==> config.mk <==
export PLATFORM = sky130hd
export DESIGN_NAME = icache_responder
export DESIGN_NICKNAME = d
export VERILOG_FILES = /design/src/rtl/icache_responder.sv
export SDC_FILE = /design/constraint.sdc
export NUM_CORES = 1
export LEC_CHECK = 0
export ABC_AREA = 1
export CAP_MARGIN = 10
export CORE_MARGIN = 10
export CORE_UTILIZATION = 30
export DETAILED_ROUTE_END_ITERATION = 10
export PLACE_DENSITY = 0.56
export SLEW_MARGIN = 15
export SYNTH_ARGS = -nofsm -noshare
export SYNTH_HDL_FRONTEND = slang
export SYNTH_SLANG_ARGS = --single-unit
==> constraint.sdc <==
create_clock -name clk -period 14.7 [get_ports clk]
set_clock_uncertainty 0.05 [all_clocks]
set_input_delay 2.94 -clock clk [delete_from_list [all_inputs] [get_ports clk]]
set_output_delay 2.94 -clock clk [all_outputs]
set_load 0.05 [all_outputs]
==> src/rtl/icache_responder.sv <==
// ----------------------------------------------------------------------------
// icache_responder
//
// Read-only, direct-mapped instruction cache. It serves the fetch stage and
// refills whole 4-word blocks from a 128-bit instruction memory. Hits return
// data in the request cycle. A miss holds proc_stall high while a single
// outstanding block refill completes. Fetch-side writes are ignored.
//
// Parameters
//   NUM_BLOCKS  number of 4-word blocks (power of two, >= 2)
//
// Ports
//   clk         rising-edge clock
//   rst         synchronous active-high reset
//   proc_read   fetch read request
//   proc_write  fetch write request (ignored)
//   proc_addr   30-bit word address: [1:0] word, [IDX_W+1:2] index, rest tag
//   proc_wdata  fetch write data (ignored)
//   proc_stall  request not yet served
//   proc_rdata  instruction word for proc_addr
//   mem_read    block read request to instruction memory
//   mem_write   always 0
//   mem_addr    28-bit block address of the refill (0 when idle)
//   mem_wdata   always 0
//   mem_rdata   128-bit refill data, word k at bits [32k+31:32k]
//   mem_ready   mem_rdata valid this cycle
//   hit_count   served read cycles, wraps modulo 2^32
//   miss_count  refills started, wraps modulo 2^32
// ----------------------------------------------------------------------------
module icache_responder #(
   parameter int NUM_BLOCKS = 8
) (
   input  logic         clk,
   input  logic         rst,
   input  logic         proc_read,
   input  logic         proc_write,
   input  logic [29:0]  proc_addr,
   input  logic [31:0]  proc_wdata,
   output logic         proc_stall,
   output logic [31:0]  proc_rdata,
   output logic         mem_read,
   output logic         mem_write,
   output logic [27:0]  mem_addr,
   output logic [127:0] mem_wdata,
   input  logic [127:0] mem_rdata,
   input  logic         mem_ready,
   output logic [31:0]  hit_count,
   output logic [31:0]  miss_count
);

   localparam int IDX_W = $clog2(NUM_BLOCKS);
   localparam int TAG_W = 28 - IDX_W;

   typedef enum logic {
      S_IDLE,
      S_ALLOCATE
   } state_t;

   state_t               state;
   state_t               state_next;

   logic [NUM_BLOCKS-1:0] valid;
   logic [TAG_W-1:0]      tag_mem  [NUM_BLOCKS];
   logic [127:0]          data_mem [NUM_BLOCKS];
   logic [27:0]           miss_addr;

   logic [IDX_W-1:0]      idx;
   logic [TAG_W-1:0]      tag;
   logic [1:0]            word;
   logic [127:0]          line;
   logic                  hit;
   logic                  refill;
   logic [IDX_W-1:0]      fill_idx;
   logic [TAG_W-1:0]      fill_tag;

   // Fetch writes have no effect on this read-only cache.
   logic                  unused_inputs;
   assign unused_inputs = ^{proc_write, proc_wdata};

   assign idx  = proc_addr[IDX_W+1:2];
   assign tag  = proc_addr[29:IDX_W+2];
   assign word = proc_addr[1:0];
   assign line = data_mem[idx];
   assign hit  = valid[idx] && (tag_mem[idx] == tag);

   // Read data is always taken from the array; it only matters when a read
   // is being served, so no extra muxing on hit is needed.
   assign proc_rdata = line[{word, 5'd0} +: 32];

   // The refill target always comes from the latched miss address, never
   // from the live fetch address.
   assign fill_idx = miss_addr[IDX_W-1:0];
   assign fill_tag = miss_addr[27:IDX_W];
   assign refill   = (state == S_ALLOCATE) && mem_ready;

   assign mem_write = 1'b0;
   assign mem_wdata = '0;

   // ---------------------------------------------------------------------
   // State register, miss address, valid bits and statistics counters
   // ---------------------------------------------------------------------
   // NOTE: sequential state uses non-blocking assignments so every register
   // samples pre-edge values regardless of process evaluation order.
   always_ff @(posedge clk) begin
      if (rst) begin
         state      <= S_IDLE;
         miss_addr  <= '0;
         valid      <= '0;
         hit_count  <= '0;
         miss_count <= '0;
      end else begin
         state <= state_next;
         if (state == S_IDLE && proc_read) begin
            if (hit) begin
               hit_count <= hit_count + 32'd1;
            end else begin
               miss_addr  <= proc_addr[29:2];
               miss_count <= miss_count + 32'd1;
            end
         end
         if (refill) begin
            valid[fill_idx] <= 1'b1;
         end
      end
   end

   // NOTE: tag and data arrays are deliberately not reset; the valid bits
   // alone decide whether their contents mean anything. The write is still
   // gated by rst so a refill abandoned by reset leaves the arrays untouched.
   always_ff @(posedge clk) begin
      if (!rst && refill) begin
         tag_mem[fill_idx]  <= fill_tag;
         data_mem[fill_idx] <= mem_rdata;
      end
   end

   // ---------------------------------------------------------------------
   // Next-state logic
   // ---------------------------------------------------------------------
   // NOTE: every combinational output gets a default first so no path can
   // leave it unassigned and infer a latch.
   always_comb begin
      state_next = state;
      unique case (state)
         S_IDLE:     if (proc_read && !hit) state_next = S_ALLOCATE;
         S_ALLOCATE: if (mem_ready)         state_next = S_IDLE;
         default:                           state_next = S_IDLE;
      endcase
   end

   // ---------------------------------------------------------------------
   // Output logic
   // ---------------------------------------------------------------------
   always_comb begin
      proc_stall = 1'b0;
      mem_read   = 1'b0;
      mem_addr   = '0;
      unique case (state)
         S_IDLE: begin
            proc_stall = proc_read && !hit;
         end
         S_ALLOCATE: begin
            proc_stall = 1'b1;
            mem_read   = 1'b1;
            mem_addr   = miss_addr;
         end
         default: begin
            proc_stall = 1'b0;
         end
      endcase
   end

endmodule

==> flow_summary.toml <==
[run_status]
outcome = "completed"

[cells_and_area]
final_cell_mix = "edfxtp_1, nor2_1, nand2_1"
layout-drive-gt1-share_pct = 4.90
fill_cells = 17913
design_area_mm2 = 0.0647
final_nets = 5235
final_common_cell = "edfxtp_1"
area_growth_syn_to_layout_pct = 16.6

[critical_path]
crit_path_start = "proc_addr[2]"
crit_path_end = "proc_rdata[5]"
cp.arrival_ps = 7290
timing.rr.start = "state$_SDFF_PP0_"
critPathKind = "in2out"
path_max_fanout = 84
worstRegToRegCells = 6
critPathLaunchType = "primary input"
worstPathRequired_ps = 11710
endpoint_kind = "output pin"
r2r_end = "data_mem[5][89]$_DFFE_PP_"
r2r_slack_ps = 10090

[floorplanning]
io-pin-count = 450
fp.dieH_um = 450
die_area_mm2 = 0.202
start_util_pct = 30.2
fp.dieW_um = 450
fp.coreArea_mm2 = 0.183
rows = 157

[clock_network]
cts.path.max_buffers = 3
postCtsHoldBufs = 0
tritoncts = "yes"
ctsRootBufferMaster = "clkbuf_16"
clk_latency_ps = 780
clock-sinks = 1325
cts_resized = 0
cts.clk_slew.worst_paths_ps = 60
post-cts-setup-buffer-count = 0
cts_buffers = 140
htree_levels = 4

[logic_synthesis]
synth.distinct_cells = 33
synth-simple-area-share_pct = 13.5
syn-cell-area_mm2 = 0.0554
yosys_register_bits = 1325
muxShareOfSynthArea_pct = 0
synth-xor-area-share_pct = 0
synth_top_family_by_area = "simple AND/OR/NAND/NOR gates"
yosysSeqAreaShare_pct = 70.0
ys_warn_count = 0
yosys.area_share.adder_pct = 0.0451
synth_compound_area_share_pct = 10.3
synth.avg_cell_area_um2 = 11.4
synthCells = 4867

[timing]
final-max-slew-violation-count = 0
min_period_over_period_pct = 69.9
fmax_ghz = 0.0973
slew_headroom_pct = 21.7
min_period_ps = 10280
setup_viol = 0
tightest_slew_ps = 1170
hold_viol_final = 0
rsz0062_at_grt = "no"
finalSetupTns_ps = 0

[pwr]
p_sw_share_pct = 24.2
powerDensity_mw_per_mm2 = 127
p_int_mw = 6.24
p_sw_mw = 1.99
pwr-share-seq_pct = 50.6
peakVddDrop_v = 0.000104
p_leak_nw = 22.0
clkPwrFrac_pct = 41.8
power_frac_comb_pct = 7.6

[global_route]
grt_pass1_vias = 35416
overflow = 0
grt.total_usage_pct = 15.7
use_met2_pct = 27.0
grt_pass1_wl_um = 243000
grt_util_met3_pct = 3.29
antenna_found_initial = 62
grtUsageMet1_pct = 20.1
grt_max_degree = 223
grt_busiest_layer = "met2"

[drt]
dr.pass1.iters = 6
detail_route.wl_per_cell_um = 21.8
drt-initial-drc-count = 3444
antenna_left = 0
drt-total-wl_um = 166000
drc = 0
vias_per_cell = 4.94
num_vias = 37641

[job]
cap_viol_max_count = 0

[placement]
dp_hpwl_um = 91400
routabilityCongestion = 0.797
port_buffers = 287
place_area_mm2 = 0.0602

[worst_hold_path]
hp-class = "reg2reg"
hold_depth = 2
power by group through the flow:
stage	registers, mW	clock network, mW	logic [mW]
after floorplan	4.24	0	0.405
after global placement	4.24	0	0.618
after detailed placement	4.24	0	0.625
after CTS	4.16	3.51	0.627
after global routing	4.17	3.66	0.676
final	4.16	3.44	0.623
stage by stage:
stage               power [mW]  cells  setup WS [ps]  util (%)  hold WS (ps)
finish                    8.23   7620           4420      35.2           410
detailed placement        4.87   7360           4330      32.8           397
global route              8.50   7616           4160      35.2           434
global placement          4.86   7360           4370      32.8           387
CTS                       8.30   7611           4330      35.2           413
floorplan                 4.65   4995           4090         -           378
critical path: stages:
cell and delay (ps):
buf_8 410, buf_4 770, buf_4 710, o21ai_0 200
o22ai_1 220, nor2_1 60, nor2_1 100, o21ai_0 210
a32oi_1 610, clkdlybuf4s50_1 930
worst min-delay path by stage:
| stage | to | from |
|---|---|---|
| 2_1_floorplan | valid[1]$_SDFFE_PP0P_ | valid[1]$_SDFFE_PP0P_ |
| 3_3_place_gp | valid[3]$_SDFFE_PP0P_ | valid[3]$_SDFFE_PP0P_ |
| 3_5_place_dp | valid[3]$_SDFFE_PP0P_ | valid[3]$_SDFFE_PP0P_ |
| 4_1_cts | valid[0]$_SDFFE_PP0P_ | valid[0]$_SDFFE_PP0P_ |
| 5_1_grt | valid[0]$_SDFFE_PP0P_ | valid[0]$_SDFFE_PP0P_ |
| 6_report | valid[0]$_SDFFE_PP0P_ | valid[0]$_SDFFE_PP0P_ |
layout make-up:
class                   count  area [µm²]  area share [%]
inverters                 325        1240            1.92
well taps                2464        3080            4.77
clock inverters            64         653            1.01
diodes                      9        22.5          0.0348
repair buffers            334        3370            5.21
multi-input cells        2912       13700            21.2
flip-flops and latches   1325       38800            60.0
clock buffers             187        3770            5.84
cells by family after synthesis:
logic type	after synthesis
buf+inv	758
simple gates	1832
fa+ha+maj	2
compound gates	949
flops	1325
other cells	1
Yosys cell counts, drive strengths merged:
| master | instances | share of area (%) |
|---|---|---|
| nor3b | 4 | 0.054 |
| nand3 | 339 | 3.1 |
| conb | 1 | 0.0068 |
| a31oi | 32 | 0.36 |
| a21oi | 56 | 0.51 |
| dfxtp | 101 | 3.6 |
| o21bai | 1 | 0.014 |
| and2 | 2 | 0.023 |
| o221ai | 186 | 2.9 |
| nor3 | 25 | 0.23 |
| nand3b | 3 | 0.041 |
| o22ai | 70 | 0.79 |
| a32oi | 29 | 0.46 |
| nor2 | 826 | 5.6 |
| buf | 207 | 2.5 |
| clkbuf | 226 | 1.5 |
| edfxtp | 1224 | 66 |
| or2 | 1 | 0.011 |
| ha | 2 | 0.045 |
| nor4 | 9 | 0.10 |
| clkinv | 2 | 0.014 |
| nand4 | 22 | 0.25 |
| nand2 | 601 | 4.1 |
| o21ai | 575 | 5.2 |
| inv | 323 | 2.2 |
state kept, by name, indices dropped and copies added, names as in the netlist:
signal and flops:
data_mem 1024, miss_addr 28, tag_mem 200, miss_count 32, hit_count 32, valid 8
state 1
per-layer routing:
metal  vias to the layer above  part of all wire (%)  wire, µm
met1                     18581                    42     69300
met3                       272                   6.8     11300
met5                         -                  0.12       197
li1                      17424                     -         -
met2                      1334                    49     81800
met4                        30                   2.1      3490
(Power assumes the default switching activity.)
